$ cat config.mk
export PLATFORM = sky130hd
export DESIGN_NAME = rr_arb_mux_flat
export DESIGN_NICKNAME = d
export VERILOG_FILES = /design/src/rtl/rr_arb_mux_if.sv /design/src/rtl/rr_arb_mux.sv /design/src/flat_wrapper.sv
export SDC_FILE = /design/constraint.sdc
export NUM_CORES = 1
export LEC_CHECK = 0
export BUFFER_PORTS_ARGS = -buffer_cell sky130_fd_sc_hd__buf_2
export CORE_MARGIN = 4
export CORE_UTILIZATION = 51
export DETAILED_ROUTE_END_ITERATION = 8
export MAX_ROUTING_LAYER = met4
export PLACE_DENSITY = 0.91
export RECOVER_POWER = 25
export SYNTH_ARGS = -nofsm -noshare
export SYNTH_HDL_FRONTEND = slang
export SYNTH_SLANG_ARGS = --single-unit
$ cat constraint.sdc
create_clock -name clk -period 4.6 [get_ports clk]
set_input_delay 0.46 -clock clk [delete_from_list [all_inputs] [get_ports clk]]
set_output_delay 0.46 -clock clk [all_outputs]
set_load 0.01 [all_outputs]
$ cat src/rtl/rr_arb_mux_if.sv
// Valid/ready bundle between M producers, the round-robin arbiter and one consumer.
// The slave modport is the arbiter's view; master is the producer/consumer side.
interface rr_arb_mux_if #(
  parameter int N = 32,
  parameter int M = 8
);
  localparam int S = $clog2(M);

  logic [M*N-1:0] in_data;
  logic [M-1:0]   in_valid;
  logic [M-1:0]   in_ready;
  logic [N-1:0]   out_data;
  logic [S-1:0]   out_sel;
  logic           out_valid;
  logic           out_ready;

  modport master (
    output in_data, in_valid, out_ready,
    input  in_ready, out_data, out_sel, out_valid
  );

  modport slave (
    input  in_data, in_valid, out_ready,
    output in_ready, out_data, out_sel, out_valid
  );
endinterface

$ cat src/rtl/rr_arb_mux.sv
// M-channel valid/ready round-robin arbiter feeding a single registered output slot.
// Define RR_ARB_MUX_FIXED_PRIO_EN to replace round-robin with lowest-index-wins priority.
module rr_arb_mux #(
  parameter int N = 32,
  parameter int M = 8
) (
  input logic         clk,
  input logic         rst,
  rr_arb_mux_if.slave bus
);
  localparam int S = $clog2(M);

  logic [S-1:0] ptr;
  logic [M-1:0] grant;
  logic [S-1:0] grant_idx;
  logic [N-1:0] grant_data;
  logic         grant_found;
  logic         open;
  logic         transfer;
  int           cand;

  // The slot can take a word when empty or when the held word leaves this cycle.
  assign open = !bus.out_valid || bus.out_ready;

  always_comb begin
    // NOTE: every output of this block gets a default first so no path leaves it unassigned (no latch).
    grant       = '0;
    grant_idx   = '0;
    grant_data  = '0;
    grant_found = 1'b0;
    cand        = 0;
    for (int k = 0; k < M; k++) begin
      // Explicit wrap keeps the search inside 0..M-1 for non-power-of-two M.
      cand = int'(ptr) + k;
      if (cand >= M) cand = cand - M;
      if (!grant_found && bus.in_valid[cand]) begin
        grant_found = 1'b1;
        grant_idx   = S'(cand);
        grant_data  = bus.in_data[cand*N +: N];
      end
    end
    if (!rst && open && grant_found) grant[grant_idx] = 1'b1;
  end

  assign bus.in_ready = grant;
  assign transfer     = |grant;

  always_ff @(posedge clk or posedge rst) begin
    if (rst) begin
      // NOTE: sequential state uses non-blocking assignments so all registers update from pre-edge values.
      bus.out_valid <= 1'b0;
      bus.out_data  <= '0;
      bus.out_sel   <= '0;
    end else if (transfer) begin
      bus.out_valid <= 1'b1;
      bus.out_data  <= grant_data;
      bus.out_sel   <= grant_idx;
    end else if (bus.out_valid && bus.out_ready) begin
      bus.out_valid <= 1'b0;
    end
  end

`ifdef RR_ARB_MUX_FIXED_PRIO_EN
  assign ptr = '0;
`else
  always_ff @(posedge clk or posedge rst) begin
    if (rst) begin
      ptr <= '0;
    end else if (transfer) begin
      ptr <= (grant_idx == S'(M - 1)) ? '0 : grant_idx + 1'b1;
    end
  end
`endif

endmodule

$ cat src/flat_wrapper.sv
// flat-port wrapper written by rule: the top's interface ports become plain ports
module rr_arb_mux_flat 
#(
  parameter int N = 32,
  parameter int M = 8
)
  (clk, rst, bus_in_data, bus_in_valid, bus_out_ready, bus_in_ready, bus_out_data, bus_out_sel, bus_out_valid);
  rr_arb_mux_if #(.N(N), .M(M)) bus_i ();
  input logic clk;
  input logic rst;
  input wire logic [$bits(bus_i.in_data)-1:0] bus_in_data;
  input wire logic [$bits(bus_i.in_valid)-1:0] bus_in_valid;
  input wire logic [$bits(bus_i.out_ready)-1:0] bus_out_ready;
  output wire logic [$bits(bus_i.in_ready)-1:0] bus_in_ready;
  output wire logic [$bits(bus_i.out_data)-1:0] bus_out_data;
  output wire logic [$bits(bus_i.out_sel)-1:0] bus_out_sel;
  output wire logic [$bits(bus_i.out_valid)-1:0] bus_out_valid;
  assign bus_i.in_data = bus_in_data;
  assign bus_i.in_valid = bus_in_valid;
  assign bus_i.out_ready = bus_out_ready;
  assign bus_in_ready = bus_i.in_ready;
  assign bus_out_data = bus_i.out_data;
  assign bus_out_sel = bus_i.out_sel;
  assign bus_out_valid = bus_i.out_valid;
  rr_arb_mux #(.N(N), .M(M)) u_core (.clk(clk), .rst(rst), .bus(bus_i));
endmodule
==> results_dict.tcl <==
set metrics [dict create \
    status "finished with violations" \
    violations "capacitance limit, slew limit" \
    ctsHoldBuffers 0 \
    synthesis.nets 1553 \
    wl_met2_um 21600 \
    clkPwrFrac 0.027 \
    core_um2 25100 \
    drtPass1Iterations 9 \
    num_io_pins 311 \
    ff2ff_setup_slack_ps 440 \
    grt_antenna_before_repair 12 \
    p_leak_nw 5.84 \
    die_area_um2 28000 \
    synth_area_leaders "mux4_2 47%, mux2i_1 9.2%, dfrtp_1 7.5%" \
    cts_tree "built" \
    met1Wirelength_um 15500 \
    p_switching_mw 7.25 \
    fmax_mhz 228 \
    dr.max_layer_used "met4" \
    ys_types 66 \
    r2r-end "u_core.bus.out_data[4]" \
    cts_buffer_depth 2 \
    dp_cells 1813 \
    gp_congestion 0.941 \
    wl_um 46100 \
    cts_max_level 2 \
    required_ps 4140 \
    hp-start "u_core.bus.out_sel[1]" \
    cts_inserted_buffers 5 \
    hold_class "flop to flop" \
    viasPerCell 7.60 \
    final_nets 1771 \
    cap_violations 1 \
    met3_length_um 6590 \
    fp.dieW_um 167 \
    fin_crit_sh 0.952 \
    ir_drop_v 0.000606 \
    yosys_warnings 0 \
    hold_depth 2 \
    postRouteAntennaNets 0 \
    hold_viol 0 \
    min_period_ps 4380 \
    gr-total-overflow 0 \
    crit_fanout 22 \
    n_fill_cell 2062 \
    skew_ps 4.72 \
    clk_pin_slew_ps 70 \
    worstHoldEndpoint "u_core.bus.out_sel[1]" \
    tns_ps 0 \
    slew_viol_final 40 \
    synthArstFlopShare 1.00 \
    grt_pass1_wl_um 72800 \
    fp.dieH_um 167 \
    tightest_slew_ps 1730 \
    synth.top_cell.area_share 0.466 \
    synth_edf_count 0 \
    num_vias 14000 \
    p_int_mw 6.33 \
    rows 58 \
    syn_area_per_cell_um2 10.1 \
    grt_pass1_vias 13800 \
    drtIter0Drc 1911 \
    synth-seq-cells 39 \
    seqPwrFrac 0.051 \
    synth_ff_type "dfrtp_1" \
    clock-root-buffer "clkbuf_16" \
    r2r_start "u_core.ptr[1]" \
    syn_to_final_growth_pct 14.7 \
    grt_max_degree 147 \
    final_cells 1839 \
    cp-end-kind "output pin" \
    seq_area_frac_synth 0.0753 \
    dp_hpwl_um 32600 \
    clock_latency_ps 300 \
    cp.arrival_ps 3920 \
    synthCells 1277 \
    synth_commonest_cells "268 x mux4_2, 169 x nor2_1, 147 x nand2_1" \
    crit_type "flop to output pin" \
    port_buffers 310 \
    swShare 0.534 \
    reg2reg_depth 8 \
    start_util 0.516 \
    power_density_nw_per_um2 913 \
    drive_above_1_share 0.455 \
    rsz0062_at_grt "false" \
    yosys.area.top_type "mux4_2" \
    netlist_area_um2 13000 \
    cts_sinks 39 \
    route.detailed.drc 0 \
    yosysMostFrequentCell "mux4_2" \
    wire_per_inst_um 25.0 \
    p_comb_frac 0.922 \
    slew_headroom -0.157 \
    track_usage 0.328 \
    finalSetupViolations 0 \
    critical_path.startpoint_type "flop" \
]
## final cells by class
cell class	count	area, µm²	area share
Clock inverter	3	15.0	0.00101
Multi-Input combinational cell	1084	11300	0.763
Tap cell	330	413	0.0278
Sequential cell	39	987	0.0664
Clock buffer	5	125	0.00842
Antenna cell	13	32.5	0.00219
Inverter	8	30.0	0.00202
Timing Repair Buffer	357	1920	0.129
## power groups by stage
| stage | Combinational [mW] | Clock (mW) | Sequential, mW |
|---|---|---|---|
| after floorplan | 9.58 | 0 | 0.679 |
| after global placement | 11.8 | 0 | 0.676 |
| after detailed placement | 12.2 | 0 | 0.681 |
| after CTS | 12.2 | 0.367 | 0.681 |
| after global routing | 13.4 | 0.384 | 0.709 |
| final | 12.5 | 0.364 | 0.691 |
## kinds of logic after synthesis
| logic type | Yosys count | share of synthesized area |
|---|---|---|
| compound gates | 298 | 0.164 |
| xor+xnor | 6 | 0.00522 |
| fa+ha+maj | 9 | 0.00869 |
| buf+inv | 154 | 0.0567 |
| flops | 39 | 0.0753 |
| mux | 396 | 0.569 |
| simple gates | 375 | 0.122 |
## worst max-delay path, cell delays in order, from the launching register on
cell and delay [ps]:
dfrtp_4 570, inv_2 150, ha_4 380, mux4_1 660, mux2i_2 310, o21a_1 300
and4_1 240, buf_4 340, nand2_1 110, nand2_1 120, o22ai_4 110, inv_2 130
nor2_1 60, buf_2 130
## per-stage QoR
step / util / hold WS [ps] / setup WS (ps) / cell area (µm²) / power (mW)
2_1_floorplan: - / 514 / 63.0 / 13000 / 10.3
3_3_place_gp: 0.583 / 466 / 379 / 14600 / 12.4
3_5_place_dp: 0.583 / 472 / 204 / 14600 / 12.8
4_1_cts: 0.589 / 451 / 191 / 14800 / 13.3
5_1_grt: 0.592 / 513 / 32.0 / 14900 / 14.5
6_report: 0.592 / 482 / 222 / 14900 / 13.6
## timing repair
| action | CTS | global route |
|---|---|---|
| buffers inserted | 0 | 5 |
| resized for setup | 0 | 2 |
| endpoints found under the setup margin | 0 | 30 |
| endpoints found under the hold margin | 0 | 0 |
## layout by cell type, fill, tap and decap left out, types with 11 or more instances in the layout
| cell | instances |
|---|---|
| dfrtp_1 | 36 |
| o41ai_1 | 13 |
| o21ai_0 | 35 |
| nand3_1 | 28 |
| mux4_2 | 268 |
| a221oi_1 | 24 |
| a211oi_1 | 16 |
| mux2i_1 | 119 |
| a2111oi_2 | 11 |
| a31oi_1 | 24 |
| a22o_1 | 12 |
| nand2_1 | 147 |
| a21oi_1 | 68 |
| a221o_1 | 12 |
| diode_2 | 13 |
| buf_2 | 309 |
| o22ai_1 | 45 |
| buf_4 | 45 |
| nor2_1 | 168 |
## metal layers
metal  vias up  GRT usage
met2      1359      0.503
met5         -          -
li1       5703          -
met4         0      0.144
met1      6617      0.419
met3       291     0.0772
## how the worst max path moves through the flow
stage / cells after the start / startpoint / slack, ps / to
after global placement: 11 / u_core.ptr[0] / 380 / u_core.bus.out_data[9]
after CTS: 11 / u_core.ptr[0] / 190 / bus_in_ready[7]
after global routing: 13 / u_core.ptr[0] / 30 / bus_in_ready[4]
after detailed placement: 11 / u_core.ptr[0] / 200 / u_core.bus.out_data[9]
after floorplan: 16 / u_core.ptr[1] / 60 / bus_in_ready[0]
final: 13 / u_core.ptr[0] / 220 / bus_in_ready[4]
## registers in the layout (all words and copies together), names as in the netlist
| register | flops |
|---|---|
| u_core.ptr | 3 |
| u_core.bus.out_data | 32 |
| u_core.bus.out_valid | 1 |
| u_core.bus.out_sel | 3 |
No activity file was read; power rests on OpenSTA's default activity.
